`src/rtl/sisc_mem_arb_if.sv`:
```
// sisc_mem_arb_if: bundles the fetch, data and memory-side signals of the
// shared-memory arbiter. The arbiter uses the slave modport; the
// environment (fetch/data requesters and the memory array) uses master.
interface sisc_mem_arb_if #(
  parameter int ADDR_W = 16,
  parameter int DATA_W = 32
);
  // fetch requester
  logic              i_req;
  logic [ADDR_W-1:0] i_addr;
  logic              i_gnt;
  logic              i_done;
  logic [DATA_W-1:0] i_rdata;
  // data requester
  logic              d_req;
  logic              d_we;
  logic [ADDR_W-1:0] d_addr;
  logic [DATA_W-1:0] d_wdata;
  logic              d_gnt;
  logic              d_done;
  logic [DATA_W-1:0] d_rdata;
  // memory array
  logic              m_en;
  logic              m_we;
  logic [ADDR_W-1:0] m_addr;
  logic [DATA_W-1:0] m_wdata;
  logic [DATA_W-1:0] m_rdata;

  modport slave (
    input  i_req, i_addr, d_req, d_we, d_addr, d_wdata, m_rdata,
    output i_gnt, i_done, i_rdata, d_gnt, d_done, d_rdata,
           m_en, m_we, m_addr, m_wdata
  );

  modport master (
    output i_req, i_addr, d_req, d_we, d_addr, d_wdata, m_rdata,
    input  i_gnt, i_done, i_rdata, d_gnt, d_done, d_rdata,
           m_en, m_we, m_addr, m_wdata
  );
endinterface

```
`src/rtl/sisc_mem_arb.sv`:
```
// sisc_mem_arb: single-port memory arbiter between instruction fetch and
// the data path. Data has priority; a starvation counter forces a fetch
// win after STARVE_MAX consecutive data wins while a fetch is waiting.
// Each access runs IDLE -> GRANT -> WAIT (MEM_LAT cycles) -> RESP.
// All outputs are registered.
// Optional build macro ARB_STATS_EN adds saturating completion counters
// i_cnt / d_cnt.
module sisc_mem_arb #(
  parameter int ADDR_W     = 16,
  parameter int DATA_W     = 32,
  parameter int MEM_LAT    = 1,
  parameter int STARVE_MAX = 4
) (
  input  logic           clk,
  input  logic           rst_f,
  sisc_mem_arb_if.slave  bus
`ifdef ARB_STATS_EN
  ,
  output logic [15:0]    i_cnt,
  output logic [15:0]    d_cnt
`endif
);

  typedef enum logic [1:0] {IDLE, GRANT, WAIT, RESP} state_t;

  state_t            state_q, state_d;
  logic [3:0]        lat_q, lat_d;
  logic [3:0]        starve_q, starve_d;
  logic              is_d_q, is_d_d;   // current winner is the data path
  logic              we_q, we_d;       // current access is a store

  logic              i_gnt_q, i_gnt_d, d_gnt_q, d_gnt_d;
  logic              i_done_q, i_done_d, d_done_q, d_done_d;
  logic [DATA_W-1:0] i_rdata_q, i_rdata_d, d_rdata_q, d_rdata_d;
  logic              m_en_q, m_en_d, m_we_q, m_we_d;
  logic [ADDR_W-1:0] m_addr_q, m_addr_d;
  logic [DATA_W-1:0] m_wdata_q, m_wdata_d;
  logic              pick_d;

  assign bus.i_gnt   = i_gnt_q;
  assign bus.i_done  = i_done_q;
  assign bus.i_rdata = i_rdata_q;
  assign bus.d_gnt   = d_gnt_q;
  assign bus.d_done  = d_done_q;
  assign bus.d_rdata = d_rdata_q;
  assign bus.m_en    = m_en_q;
  assign bus.m_we    = m_we_q;
  assign bus.m_addr  = m_addr_q;
  assign bus.m_wdata = m_wdata_q;

  // Next-state and next-output logic; outputs are the registered values of
  // these, so each output appears in the cycle of the state it belongs to.
  always_comb begin
    state_d   = state_q;
    lat_d     = lat_q;
    starve_d  = starve_q;
    is_d_d    = is_d_q;
    we_d      = we_q;
    i_gnt_d   = 1'b0;
    d_gnt_d   = 1'b0;
    i_done_d  = 1'b0;
    d_done_d  = 1'b0;
    i_rdata_d = i_rdata_q;
    d_rdata_d = d_rdata_q;
    m_en_d    = 1'b0;
    m_we_d    = 1'b0;
    m_addr_d  = m_addr_q;
    m_wdata_d = m_wdata_q;
    pick_d    = bus.d_req && !(bus.i_req && starve_q == 4'(STARVE_MAX));
    unique case (state_q)
      IDLE: begin
        // starvation bookkeeping happens on every IDLE decision
        if (!bus.i_req)
          starve_d = '0;
        else if (pick_d)
          starve_d = (starve_q == 4'(STARVE_MAX)) ? starve_q : starve_q + 4'd1;
        else
          starve_d = '0;
        if (bus.d_req || bus.i_req) begin
          is_d_d    = pick_d;
          we_d      = pick_d && bus.d_we;
          m_en_d    = 1'b1;
          m_we_d    = pick_d && bus.d_we;
          m_addr_d  = pick_d ? bus.d_addr  : bus.i_addr;
          m_wdata_d = pick_d ? bus.d_wdata : '0;
          d_gnt_d   = pick_d;
          i_gnt_d   = !pick_d;
          state_d   = GRANT;
        end
      end
      GRANT: begin
        lat_d   = 4'(MEM_LAT);
        state_d = WAIT;
      end
      WAIT: begin
        lat_d = lat_q - 4'd1;
        if (lat_q == 4'd1) begin
          if (!is_d_q)
            i_rdata_d = bus.m_rdata;
          else if (!we_q)
            d_rdata_d = bus.m_rdata;
          i_done_d = !is_d_q;
          d_done_d = is_d_q;
          state_d  = RESP;
        end
      end
      RESP: begin
        state_d = IDLE;
      end
      default: state_d = IDLE;
    endcase
  end

  // State and output registers; reset aborts any in-flight access.
  always_ff @(posedge clk or posedge rst_f) begin
    if (rst_f) begin
      state_q   <= IDLE;
      lat_q     <= '0;
      starve_q  <= '0;
      is_d_q    <= 1'b0;
      we_q      <= 1'b0;
      i_gnt_q   <= 1'b0;
      d_gnt_q   <= 1'b0;
      i_done_q  <= 1'b0;
      d_done_q  <= 1'b0;
      i_rdata_q <= '0;
      d_rdata_q <= '0;
      m_en_q    <= 1'b0;
      m_we_q    <= 1'b0;
      m_addr_q  <= '0;
      m_wdata_q <= '0;
    end else begin
      state_q   <= state_d;
      lat_q     <= lat_d;
      starve_q  <= starve_d;
      is_d_q    <= is_d_d;
      we_q      <= we_d;
      i_gnt_q   <= i_gnt_d;
      d_gnt_q   <= d_gnt_d;
      i_done_q  <= i_done_d;
      d_done_q  <= d_done_d;
      i_rdata_q <= i_rdata_d;
      d_rdata_q <= d_rdata_d;
      m_en_q    <= m_en_d;
      m_we_q    <= m_we_d;
      m_addr_q  <= m_addr_d;
      m_wdata_q <= m_wdata_d;
    end
  end

`ifdef ARB_STATS_EN
  logic [15:0] i_cnt_q, d_cnt_q;
  assign i_cnt = i_cnt_q;
  assign d_cnt = d_cnt_q;

  // Completion counters bump on the edge closing RESP and stick at all-ones.
  always_ff @(posedge clk or posedge rst_f) begin
    if (rst_f) begin
      i_cnt_q <= '0;
      d_cnt_q <= '0;
    end else if (state_q == RESP) begin
      if (!is_d_q && i_cnt_q != 16'hFFFF) i_cnt_q <= i_cnt_q + 16'd1;
      if (is_d_q  && d_cnt_q != 16'hFFFF) d_cnt_q <= d_cnt_q + 16'd1;
    end
  end
`endif

endmodule

```
`src/flat_wrapper.sv`:
```
// flat-port wrapper written by rule: the top's interface ports become plain ports
module sisc_mem_arb_flat 
#(
  parameter int ADDR_W     = 16,
  parameter int DATA_W     = 32,
  parameter int MEM_LAT    = 1,
  parameter int STARVE_MAX = 4
)
  (clk, rst_f, bus_i_req, bus_i_addr, bus_d_req, bus_d_we, bus_d_addr, bus_d_wdata, bus_m_rdata, bus_i_gnt, bus_i_done, bus_i_rdata, bus_d_gnt, bus_d_done, bus_d_rdata, bus_m_en, bus_m_we, bus_m_addr, bus_m_wdata);
  sisc_mem_arb_if #(.ADDR_W(ADDR_W), .DATA_W(DATA_W)) bus_i ();
  input  logic clk;
  input  logic rst_f;
  input wire logic [$bits(bus_i.i_req)-1:0] bus_i_req;
  input wire logic [$bits(bus_i.i_addr)-1:0] bus_i_addr;
  input wire logic [$bits(bus_i.d_req)-1:0] bus_d_req;
  input wire logic [$bits(bus_i.d_we)-1:0] bus_d_we;
  input wire logic [$bits(bus_i.d_addr)-1:0] bus_d_addr;
  input wire logic [$bits(bus_i.d_wdata)-1:0] bus_d_wdata;
  input wire logic [$bits(bus_i.m_rdata)-1:0] bus_m_rdata;
  output wire logic [$bits(bus_i.i_gnt)-1:0] bus_i_gnt;
  output wire logic [$bits(bus_i.i_done)-1:0] bus_i_done;
  output wire logic [$bits(bus_i.i_rdata)-1:0] bus_i_rdata;
  output wire logic [$bits(bus_i.d_gnt)-1:0] bus_d_gnt;
  output wire logic [$bits(bus_i.d_done)-1:0] bus_d_done;
  output wire logic [$bits(bus_i.d_rdata)-1:0] bus_d_rdata;
  output wire logic [$bits(bus_i.m_en)-1:0] bus_m_en;
  output wire logic [$bits(bus_i.m_we)-1:0] bus_m_we;
  output wire logic [$bits(bus_i.m_addr)-1:0] bus_m_addr;
  output wire logic [$bits(bus_i.m_wdata)-1:0] bus_m_wdata;
  assign bus_i.i_req = bus_i_req;
  assign bus_i.i_addr = bus_i_addr;
  assign bus_i.d_req = bus_d_req;
  assign bus_i.d_we = bus_d_we;
  assign bus_i.d_addr = bus_d_addr;
  assign bus_i.d_wdata = bus_d_wdata;
  assign bus_i.m_rdata = bus_m_rdata;
  assign bus_i_gnt = bus_i.i_gnt;
  assign bus_i_done = bus_i.i_done;
  assign bus_i_rdata = bus_i.i_rdata;
  assign bus_d_gnt = bus_i.d_gnt;
  assign bus_d_done = bus_i.d_done;
  assign bus_d_rdata = bus_i.d_rdata;
  assign bus_m_en = bus_i.m_en;
  assign bus_m_we = bus_i.m_we;
  assign bus_m_addr = bus_i.m_addr;
  assign bus_m_wdata = bus_i.m_wdata;
  sisc_mem_arb #(.ADDR_W(ADDR_W), .DATA_W(DATA_W), .MEM_LAT(MEM_LAT), .STARVE_MAX(STARVE_MAX)) u_core (.clk(clk), .rst_f(rst_f), .bus(bus_i));
endmodule
```
`config.mk`:
```
export PLATFORM = sky130hd
export DESIGN_NAME = sisc_mem_arb_flat
export DESIGN_NICKNAME = d
export VERILOG_FILES = /design/src/rtl/sisc_mem_arb_if.sv /design/src/rtl/sisc_mem_arb.sv /design/src/flat_wrapper.sv
export SDC_FILE = /design/constraint.sdc
export NUM_CORES = 1
export LEC_CHECK = 0
export CAP_MARGIN = 15
export CORE_AREA = 2 2 73 127
export DETAILED_ROUTE_END_ITERATION = 12
export DIE_AREA = 0 0 75 129
export DONT_BUFFER_PORTS = 1
export MAX_ROUTING_LAYER = met4
export PLACE_DENSITY_LB_ADDON = 0.1
export SETUP_SLACK_MARGIN = 0.15
export SLEW_MARGIN = 15
export SYNTH_ARGS = -nofsm -noshare
export SYNTH_HDL_FRONTEND = slang
export SYNTH_SLANG_ARGS = --single-unit
```
`constraint.sdc`:
```
create_clock -name clk -period 5.48 [get_ports clk]
set_input_delay 0.548 -clock clk [delete_from_list [all_inputs] [get_ports clk]]
set_output_delay 0.548 -clock clk [all_outputs]
set_load 0.01 [all_outputs]
```
# After elaboration in Yosys (flattened, before gate mapping)
# Cells that the tools add are included.
# op_classes
n_addsub	2
n_mux	21
n_eq_ne	8
n_bitwise	2
n_reduce_logical	14
# ops
operator	count
$mux 32	1
$mux 16	1
$mux 1	12
$mux 4	3
$pmux 2 s4	1
$pmux 4 s2	1
$reduce_and 2->1	3
$add 4x1->4 const B	1
$eq 2x2->1 const B	2
$eq 4x1->1 const B	1
$eq 4x3->1 const B	1
$mux 2	2
$ne 2x1->1 const B	2
$reduce_and 4->1	1
$sub 4x1->4 const B	1
$logic_and 1x1->1	3
$logic_not 1->1	3
$ne 3x3->1 const B	1
$reduce_and 3->1	1
$eq 2x1->1 const B	1
$logic_not 2->1	1
$not 1->1	2
$reduce_bool 2->1	1
$logic_or 1x1->1	1
# word_totals
input_bits	101
word_cells	62
regBits	130
out_inout_bits	118

# Depth between registers and ports, before layout
# Gate-level depths: netlist of the first run.
# logic_depth
depth_word	7
mapped_depth	7
mapped_depth_nobuf	6

# Worst setup path before layout of the first run
# Ideal clock, no wire load.
# synth_timing
path_type	register to register
from	register u_core.state_q[0]
to	register u_core.i_rdata_q[10], in the netlist u_core.bus.i_rdata[10]
required_ns	5.355
stages_incl_launch_ff	8
path_slack_ns	3.723
setup_ns	0.125
t_arrival_ns	1.632
synth_period_minus_slack_ns	1.757
n_path_buf	2
path_cell_list	dfrtp_1 inv_1 ha_1 and4bb_4 nor2b_4 buf_6 buf_12 mux2_4
# synth_via
elab_chain_len	2
# synth_rtl
element	line	rtl
start: declaration	sisc_mem_arb.sv:26	state_t state_q, state_d;
start signal: assignment	sisc_mem_arb.sv:133	state_q <= state_d;
$eq 2x2->1	sisc_mem_arb.sv:70	unique case (state_q)
$reduce_and 3->1 (no source line)	--	
end signal: assignment	sisc_mem_arb.sv:142	i_rdata_q <= i_rdata_d;
end: declaration	sisc_mem_arb.sv:34	logic [DATA_W-1:0] i_rdata_q, i_rdata_d, d_rdata_q, d_rdata_d;
# Every way passes these cells.
# A chain may end at the register's enable or synchronous reset.

# Worst setup path in the final report of the first run
# layout_timing
from	register u_core.state_q[0]
to	register u_core.i_rdata_q[31], in the netlist u_core.bus.i_rdata[31]
# The elaborated chain is that of the path after synthesis.

==> results.json, run 1 <==
{
  "die_h_um": 129,
  "holdBufCountCts": 0,
  "seqPwrFrac_pct": 47.0,
  "min_path_type": "in -> async",
  "cp_max_fo": 33,
  "grt_max_degree": 85,
  "grtUsageTotal_pct": 24.3,
  "ys_seq_area_share_pct": 61.3,
  "syn_avg_cell_area_um2": 14.8,
  "area_growth_pct": 12.1,
  "overflow": 0,
  "pwr-share-clk_pct": 28.7,
  "utilization_pct": 69.1,
  "grt_pass1_wl_mm": 16.7,
  "place_area_mm2": 0.00532,
  "final_common_cell": "dfrtp_1",
  "p_leak_nw": 2.70,
  "via_per_inst": 6.05,
  "switching_share_pct": 33.6,
  "core-area_mm2": 0.00861,
  "path_class": "reg -> reg",
  "clock_latency_ps": 410,
  "drt.antenna.violating_nets": 0,
  "synth_area_leaders": "dfrtp_1 (61%), mux2_4 (8.2%), mux2_1 (7.6%)",
  "post_cts_resize_count": 0,
  "cts.sinks": 130,
  "post_cts_buffers": 0,
  "p_per_area_mw_per_mm2": 697,
  "drc": 0,
  "dpl_worst_slack_ps": 3310,
  "critPathArrivalTime_ps": 2460,
  "synth_cell_types": 41,
  "required_ps": 5770,
  "end_kind": "register",
  "cts_buffers": 17,
  "ys_warn_count": 0,
  "fin_worst_skew_ps": 7.51,
  "die_area_mm2": 0.00968,
  "ir_drop_mv": 0.385,
  "fin_total_pwr_mw": 4.15,
  "fin_crit_sh_pct": 39.6,
  "slowest_stage": "buf_4",
  "rsz0062_at_grt": "false",
  "diodes": 0,
  "layout_setup_ws_ps": 3310,
  "outcome": "complete, no violations",
  "combinationalPowerShare_pct": 24.3,
  "routed_wl_mm": 11.0,
  "reg2regPathDepth": 6,
  "clockBufferDepth": 2,
  "antenna_found_initial": 0,
  "clk_pin_slew_worst_paths_ps": 60,
  "syn-num-nets": 466,
  "final_cell_mix": "dfrtp_1 (130), mux2_1 (36), mux2_4 (29), a22o_1 (24), nand2_1 (21)",
  "netlist_area_mm2": 0.00531,
  "hold_violations": 0,
  "drive_gt1_share_pct": 19.5,
  "htreeDepth": 4,
  "grt_pass1_vias": 3249,
  "dpl.hpwl_mm": 7.56,
  "power.switching_mw": 1.39,
  "clockRootBuffer": "clkbuf_16",
  "io_buffers": 0,
  "synth_top_area_share_pct": 61.3,
  "drtIter0Drc": 149,
  "stdcell_area_mm2": 0.00595,
  "wl_per_cell_um": 22.3,
  "slew-limit-headroom_pct": 23.2,
  "die_w_um": 75,
  "drv_slew": 0,
  "fp-row-count": 45,
  "slowest_delay_ps": 500,
  "io_pins": 219,
  "final_nets": 469,
  "gp_congestion": 0.773,
  "finalSetupViolCount": 0,
  "cts_tree": "built",
  "internal-power_mw": 2.75,
  "fillCellCount": 625,
  "synth_cells": 358,
  "ys_ff_latch": 130,
  "drv_cap": 0,
  "num_vias": 2970,
  "start_util_pct": 61.6,
  "synth_top_area_cell": "dfrtp_1",
  "setup-tns-final_ps": 0,
  "crit_chain": "inv_1, ha_1, and4bb_4, nor2b_4, buf_4, mux2_1",
  "tightest_slew_ps": 1150,
  "critPathLaunchType": "register",
  "fmax_mhz": 461,
  "finalCriticalPeriod_ps": 2170,
  "dr.pass1.iters": 4
}
## registers in the layout, summed over array words and instances, names as in the netlist
| register | flops |
|---|---|
| u_core.bus.i_done | 1 |
| u_core.bus.d_gnt | 1 |
| u_core.bus.m_addr | 16 |
| u_core.starve_q | 4 |
| u_core.bus.i_rdata | 32 |
| u_core.state_q | 2 |
| u_core.lat_q | 4 |
| u_core.is_d_q | 1 |
| u_core.bus.d_rdata | 32 |
| u_core.bus.m_wdata | 32 |
| u_core.we_q | 1 |
| u_core.bus.m_we | 1 |
| u_core.bus.d_done | 1 |
| u_core.bus.i_gnt | 1 |
| u_core.bus.m_en | 1 |
## power by group through the flow
stage	Combinational [mW]	Sequential, mW	Clock, mW
3_5_place_dp	1.02	1.96	0
2_1_floorplan	0.930	1.84	0
3_3_place_gp	0.957	1.96	0
5_1_grt	1.12	2.01	1.26
6_report	1.01	1.95	1.19
4_1_cts	1.02	1.96	1.21
## worst paths after layout
kind / to / startpoint / slack [ps]
max: u_core.bus.i_rdata[31] / u_core.state_q[0] / 3310
min: u_core.bus.m_wdata[13] / rst_f / 220
max reg2reg: u_core.bus.i_rdata[31] / u_core.state_q[0] / 3310
min reg2reg: u_core.state_q[0] / u_core.state_q[0] / 510
max in group asynchronous: u_core.bus.d_rdata[30] / rst_f / 4060
min in group clk: u_core.bus.m_wdata[24] / bus_d_wdata[24] / 270
## Yosys cell counts (all sizes together)
library cell / instances
dfrtp: 130
mux2: 66
a22o: 24
nand2: 21
and2: 18
buf: 17
a221o: 15
a21oi: 11
inv: 11
ha: 7
clkbuf: 3
nand2b: 3
nand3b: 3
nand4: 3
o21ai: 3
o22ai: 3
mux2i: 2
nand3: 2
nor3b: 2
o311ai: 2
a21o: 1
a31oi: 1
and2b: 1
and4b: 1
and4bb: 1
clkinv: 1
nor2: 1
nor2b: 1
nor3: 1
o2bb2ai: 1
o32a: 1
or3b: 1
## cell families (layout without fill, tap and decap cells)
kind of cell               count (synthesis)  in the layout  synth area share, %
AOI/OAI and AO/OA                         62             62                 9.47
adders and majority gates                  7              7                 1.65
buffers and inverters                     32             48                 4.31
DFF                                      130            130                 61.3
muxes                                     68             68                 16.4
and+or+nand+nor                           59             59                 6.88
## final cells by class
| class | count | area (um^2) | share of cell area [%] |
|---|---|---|---|
| clock inverters | 15 | 209 | 3.51 |
| multi-input cells | 196 | 1840 | 30.9 |
| flip-flops and latches | 130 | 3250 | 54.7 |
| well taps | 117 | 146 | 2.46 |
| repair buffers | 4 | 30.0 | 0.505 |
| clock buffers | 17 | 425 | 7.15 |
| inverters | 12 | 47.5 | 0.799 |
## metal layers
layer	wire length (um)	global-route usage [%]
met1	3780	25.2
met2	5930	39.8
met3	919	8.85
met4	325	11.7
met5	0	-
## through the flow
step	std cells	hold slack [ps]
after floorplan	358	470
after global placement	459	485
after detailed placement	459	492
after CTS	491	250
after global routing	491	254
final	491	217
## worst max-delay path: cells and delay by family, from the launching register on
family        cells  cell delay (ps)
mux               1              380
fa+ha+maj         1              240
flops             1              380
buf+inv           2              610
simple gates      2              430
(Power assumes the default switching activity.)
==> inputs of run 2 (changes only) <==
==> constraint.sdc (replaced) <==
create_clock -name clk -period 2 [get_ports clk]
set_input_delay 0.2 -clock clk [delete_from_list [all_inputs] [get_ports clk]]
set_output_delay 0.2 -clock clk [all_outputs]
set_load 0.01 [all_outputs]
==> results.json, run 2 <==
{
  "synth_cell_types": 41,
  "synth_most_common_cell": "dfrtp_1",
  "holdBufCountCts": 101,
  "post_cts_buffers": 0,
  "synth_top_area_cell": "dfrtp_1",
  "yosys.area_share.simple_pct": 6.88,
  "synth_top_flop_cell": "dfrtp_1",
  "dpl.hpwl_mm": 7.52,
  "fp-row-count": 45,
  "start_util_pct": 61.6,
  "htreeDepth": 4,
  "synth_top_area_share_pct": 61.3,
  "die_h_um": 129,
  "syn_avg_cell_area_um2": 14.8,
  "clockBufferDepth": 2,
  "die_w_um": 75,
  "cts_buffers": 17,
  "synth_top_family_by_area": "multiplexers",
  "cts.sinks": 130,
  "ys_ff_latch": 130,
  "synth_cells": 358,
  "ys_warn_count": 0,
  "outcome": "did not finish",
  "synthArstFlopShare_pct": 100,
  "syn-num-nets": 466,
  "io_buffers": 0,
  "post_cts_resize_count": 1,
  "synthAdderAreaFrac_pct": 1.65,
  "io_pins": 219,
  "synth_mux_area_share_pct": 16.4,
  "dpl_worst_slack_ps": 163,
  "netlist_area_mm2": 0.00531,
  "ys_seq_area_share_pct": 61.3,
  "synthXorXnorAreaFrac_pct": 0,
  "synth_compound_area_share_pct": 9.47,
  "synth_edf_count": 0,
  "clockRootBuffer": "clkbuf_16",
  "gp_congestion": 0.776,
  "synth_area_leaders": "dfrtp_1 (61%), mux2_4 (8.2%), mux2_1 (7.6%)",
  "netlist_top_cells_count": "dfrtp_1 (130), mux2_1 (36), mux2_4 (29)",
  "error": "[ERROR RSZ-0060] Max buffer count reached.",
  "stop_stage": "clock tree synthesis (4_1_cts)"
}
run 2: cell counts after synthesis:
Identical to the previous run, type by type.
run 2: cell families after synthesis:
group / count (synthesis)
DFF: 130
buffers and inverters: 32
AOI/OAI and AO/OA: 62
muxes: 68
adders and majority gates: 7
and+or+nand+nor: 59
run 2: through the flow:
stage | hold WS (ps) | area (um^2) | cells
detailed placement | 180 | 5430 | 465
global placement | 173 | 5430 | 465
floorplan | 329 | 5310 | 358
==> inputs of run 3 (changes only) <==
--- a/config.mk
+++ b/config.mk
@@ -6,13 +6,11 @@
 export NUM_CORES = 1
 export LEC_CHECK = 0
 export CAP_MARGIN = 15
-export CORE_AREA = 2 2 73 127
+export CORE_AREA = 2 2 119 121
 export DETAILED_ROUTE_END_ITERATION = 12
-export DIE_AREA = 0 0 75 129
+export DIE_AREA = 0 0 121 123
 export DONT_BUFFER_PORTS = 1
-export MAX_ROUTING_LAYER = met4
-export PLACE_DENSITY_LB_ADDON = 0.1
-export SETUP_SLACK_MARGIN = 0.15
+export PLACE_DENSITY_LB_ADDON = 0.15
 export SLEW_MARGIN = 15
 export SYNTH_ARGS = -nofsm -noshare
 export SYNTH_HDL_FRONTEND = slang
==> results.json, run 3 (same netlist as run 1, synthesis figures left out) <==
{
  "slowest_delay_ps": 380,
  "dpl_worst_slack_ps": 155,
  "die_w_um": 121,
  "wl_per_cell_um": 19.5,
  "final_nets": 575,
  "area_growth_pct": 33.7,
  "cts_buffers": 17,
  "ir_drop_mv": 0.961,
  "drive_gt1_share_pct": 15.3,
  "p_leak_nw": 3.13,
  "slew-limit-headroom_pct": 56.4,
  "gp_congestion": 0.745,
  "fin_crit_sh_pct": 92.5,
  "drtIter0Drc": 183,
  "cp_max_fo": 33,
  "hold_violations": 0,
  "num_vias": 3406,
  "grtUsageTotal_pct": 17.3,
  "setup-tns-final_ps": 0,
  "start_util_pct": 39.0,
  "die_h_um": 123,
  "p_per_area_mw_per_mm2": 1610,
  "critPathLaunchType": "register",
  "fin_worst_skew_ps": 7.28,
  "via_per_inst": 5.18,
  "htreeDepth": 4,
  "path_class": "reg -> reg",
  "cts.sinks": 130,
  "end_kind": "register",
  "reg2regPathDepth": 6,
  "r2r-start": "u_core.state_q[0]",
  "drv_slew": 0,
  "grt_pass1_vias": 3669,
  "clock_latency_ps": 410,
  "io_buffers": 0,
  "critPathArrivalTime_ps": 2130,
  "dr.pass1.iters": 5,
  "io_pins": 219,
  "final_common_cell": "dfrtp_1",
  "cts_tree": "built",
  "rsz0062_at_grt": "false",
  "diodes": 0,
  "finalCriticalPeriod_ps": 1850,
  "core-area_mm2": 0.0136,
  "min_from": "bus_d_req",
  "routed_wl_mm": 12.8,
  "drc": 0,
  "grt_pass1_wl_mm": 19.6,
  "min_path_type": "in -> reg",
  "crit_chain": "inv_1, ha_1, and4bb_4, nor2b_4, buf_12, mux2_1",
  "worstReg2RegEnd": "u_core.bus.i_rdata[31]",
  "final_cell_mix": "dfrtp_1 (130), dlygate4sd3_1 (100), mux2_1 (36), mux2_4 (29), a22o_1 (24)",
  "holdPathStages": 2,
  "grt_max_degree": 43,
  "layout_setup_ws_ps": 150,
  "fp-row-count": 43,
  "r2r_slack_ps": 150,
  "clockBufferDepth": 2,
  "drv_cap": 0,
  "post_cts_resize_count": 0,
  "dpl.hpwl_mm": 8.40,
  "slowest_stage": "dfrtp_1",
  "antenna_found_initial": 0,
  "clockRootBuffer": "clkbuf_16",
  "required_ps": 2280,
  "drt.antenna.violating_nets": 0,
  "fmax_mhz": 541,
  "outcome": "complete, no violations",
  "overflow": 0,
  "tightest_slew_ps": 652,
  "die_area_mm2": 0.0149,
  "clk_pin_slew_worst_paths_ps": 50,
  "finalSetupViolCount": 0,
  "holdPathEnd": "u_core.starve_q[0]"
}
## run 3: worst max-delay path by stage
stage	from	end	depth (start not counted)
after global placement	u_core.state_q[0]	u_core.bus.i_rdata[29]	6
after global routing	u_core.state_q[0]	u_core.bus.i_rdata[30]	6
after CTS	u_core.state_q[0]	u_core.bus.i_rdata[31]	6
after floorplan	rst_f	u_core.bus.d_done	1
final	u_core.state_q[0]	u_core.bus.i_rdata[31]	6
after detailed placement	u_core.state_q[0]	u_core.bus.i_rdata[31]	6
## run 3: power breakdown
part,switching (mW),internal (mW)
sequential,1.48,3.87
clock,1.08,1.94
combinational,1.26,1.81
total,3.83,7.62
## run 3: routing by layer
layer / wire length (um) / share of wire, % / global-route usage (%)
met1: 4940 / 39 / 19.9
met2: 6520 / 51 / 29.0
met3: 1190 / 9.3 / 7.61
met4: 144 / 1.1 / 5.38
met5: 0 / 0 / 0
## run 3: cell type report
cell class,count,area [um^2]
fill,1129,6510
clock buffer,20,437
timing repair buffer,110,1160
multi-input combinational,196,1840
sequential,130,3250
clock inverter,9,135
tap,180,225
inverter,12,48.8
## run 3: metrics by stage
step | cells | util [%] | total power, mW | area [um^2] | hold WS (ps)
6_report | 657 | 52.2 | 11.4 | 7100 | 15.7
5_1_grt | 657 | 52.2 | 12.1 | 7100 | 33.4
2_1_floorplan | 358 | - | 7.58 | 5310 | 329
3_5_place_dp | 528 | 40.6 | 8.33 | 5530 | 195
4_1_cts | 657 | 52.2 | 11.6 | 7100 | 2.41
3_3_place_gp | 528 | 40.6 | 8.17 | 5530 | 196
## run 3: critical path, delay by kind of cell (launching register included)
family / cells / cell delay (ps)
adders and majority gates: 1 / 180
buffers and inverters: 2 / 360
DFF: 1 / 380
muxes: 1 / 350
and+or+nand+nor: 2 / 450
## run 3: repair_timing
action,4_1_cts,5_1_grt
buffers inserted,0,0
hold buffers,100,0
hold endpoints to repair,143,0
==> inputs of run 4 (changes only) <==
--- a/config.mk
+++ b/config.mk
@@ -10,7 +10,7 @@
 export DETAILED_ROUTE_END_ITERATION = 12
 export DIE_AREA = 0 0 121 123
 export DONT_BUFFER_PORTS = 1
-export PLACE_DENSITY_LB_ADDON = 0.15
+export PLACE_DENSITY = 0.55
 export SLEW_MARGIN = 15
 export SYNTH_ARGS = -nofsm -noshare
 export SYNTH_HDL_FRONTEND = slang
==> results.json, run 4 (same netlist as run 1, synthesis figures left out) <==
{
  "required_ps": 2290,
  "clk_pin_slew_worst_paths_ps": 60,
  "pwr-share-clk_pct": 28.1,
  "critPathArrivalTime_ps": 2130,
  "core-area_mm2": 0.0136,
  "cts.sinks": 130,
  "outcome": "complete, no violations",
  "dr.pass1.iters": 4,
  "combinationalPowerShare_pct": 26.4,
  "grtUsageMet1_pct": 20.0,
  "grt_max_degree": 50,
  "fin_worst_skew_ps": 6.30,
  "slowest_delay_ps": 370,
  "path_class": "reg -> reg",
  "min_path_type": "in -> reg",
  "slowest_stage": "dfrtp_1",
  "grtUsageTotal_pct": 16.6,
  "finalCriticalPeriod_ps": 1840,
  "setup-tns-final_ps": 0,
  "cts_tree": "built",
  "slew-limit-headroom_pct": 51.6,
  "final_common_cell": "dfrtp_1",
  "fp-row-count": 43,
  "post_cts_resize_count": 0,
  "wl_per_cell_um": 18.9,
  "grt_pass1_vias": 3732,
  "clockRootBuffer": "clkbuf_16",
  "final_cell_mix": "dfrtp_1 (130), dlygate4sd3_1 (100), mux2_1 (36), mux2_4 (29), a22o_1 (24)",
  "drv_cap": 0,
  "p_leak_nw": 3.17,
  "rsz0062_at_grt": "false",
  "routed_wl_mm": 12.5,
  "drv_slew": 0,
  "io_pins": 219,
  "die_h_um": 123,
  "cts_buffers": 17,
  "worst_hold_slack_ps": 71.6,
  "grt_pass1_wl_mm": 19.1,
  "crit_chain": "inv_1, ha_1, and4bb_4, nor2b_4, buf_12, mux2_1",
  "cp_max_fo": 25,
  "antenna_found_initial": 0,
  "busiest_layer": "met2",
  "io_buffers": 0,
  "p_per_area_mw_per_mm2": 1630,
  "critPathLaunchType": "register",
  "startpoint": "u_core.state_q[0]",
  "fin_crit_sh_pct": 91.9,
  "drtIter0Drc": 159,
  "gp_congestion": 0.810,
  "power.switching_mw": 3.87,
  "die_w_um": 121,
  "ir_drop_mv": 0.642,
  "cpLargestDelayFamily": "simple AND/OR/NAND/NOR gates",
  "fmax_mhz": 544,
  "internal-power_mw": 7.84,
  "finalSetupViolCount": 0,
  "drc": 0,
  "seqPwrFrac_pct": 45.5,
  "die_area_mm2": 0.0149,
  "start_util_pct": 39.0,
  "dpl.hpwl_mm": 8.02,
  "use_met2_pct": 26.9,
  "hold_violations": 0,
  "drive_gt1_share_pct": 16.8,
  "via_per_inst": 5.14,
  "drt.antenna.violating_nets": 0,
  "tightest_slew_ps": 723,
  "min_from": "bus_i_req",
  "htreeDepth": 4,
  "area_growth_pct": 34.9,
  "switching_share_pct": 33.0,
  "end_kind": "register",
  "num_vias": 3405,
  "worst-path-buf-inv": 2,
  "diodes": 0,
  "r2r-start": "u_core.state_q[0]",
  "gr-usage-met3_pct": 5.77,
  "clock_latency_ps": 410,
  "clockBufferDepth": 2,
  "final_nets": 578,
  "overflow": 0
}
[run 4: cell count changes in the layout (fill, tap and decap cells not counted)]
cell | previous run | this run
clkbuf_1 | 3 | 1
clkbuf_8 | 0 | 2
bufinv_16 | 3 | 4
buf_4 | 3 | 8
buf_12 | 7 | 5
clkinvlp_4 | 4 | 6
[run 4: worst paths after layout]
| path | slack [ps] | to | cells past startpoint |
|---|---|---|---|
| worst max-delay path | 160 | u_core.bus.i_rdata[29] | 6 |
| worst min-delay path | 70 | u_core.bus.i_gnt | 3 |
| worst max register to register | 160 | u_core.bus.i_rdata[29] | 6 |
| worst min register to register | 500 | u_core.state_q[0] | 1 |
| max in group asynchronous | 1020 | u_core.bus.i_rdata[28] | 3 |
| min in group asynchronous | 340 | u_core.bus.d_rdata[0] | 2 |
[run 4: per-stage QoR]
stage	worst slack (ps)	utilization, %	cells	instance area, um^2	power [mW]
final	161	52.6	663	7160	11.7
after detailed placement	172	40.6	531	5530	8.29
after global routing	20.7	52.6	663	7160	12.4
after global placement	225	40.6	531	5530	8.17
after floorplan	191	-	358	5310	7.58
after CTS	146	52.6	663	7160	11.8
[run 4: worst reg2reg max path, stage by stage (launching register included)]
cell	delay (ps)
dfrtp_1	370
inv_1	110
ha_1	190
and4bb_4	280
nor2b_4	180
buf_12	230
mux2_1	370
[run 4: area by class of cell]
type / count / area (um^2)
clock buffer: 20 / 457
clock inverter: 12 / 180
fill: 1089 / 6450
inverter: 12 / 48.8
multi-input combinational: 196 / 1840
sequential: 130 / 3250
tap: 180 / 225
timing repair buffer: 113 / 1160
[run 4: power groups by stage]
stage	logic [mW]	registers (mW)	clock network [mW]
after global routing	3.42	5.48	3.50
final	3.09	5.33	3.29
after detailed placement	2.92	5.38	0
after floorplan	2.55	5.03	0
after global placement	2.80	5.37	0
after CTS	3.11	5.35	3.38
[run 4: layer usage]
layer  share of wire [%]  vias to the layer above  wire length [um]
li1                    -                     1506                 -
met1                  41                     1714              5130
met2                  49                      165              6090
met3                 7.9                       20               988
met4                 2.5                        0               313
met5                   0                        -                 0
[run 4: what timing repair did]
action / CTS / global route
hold buffers: 100 / 0
setup buffers: 0 / 0
endpoints found under the hold margin: 140 / 0
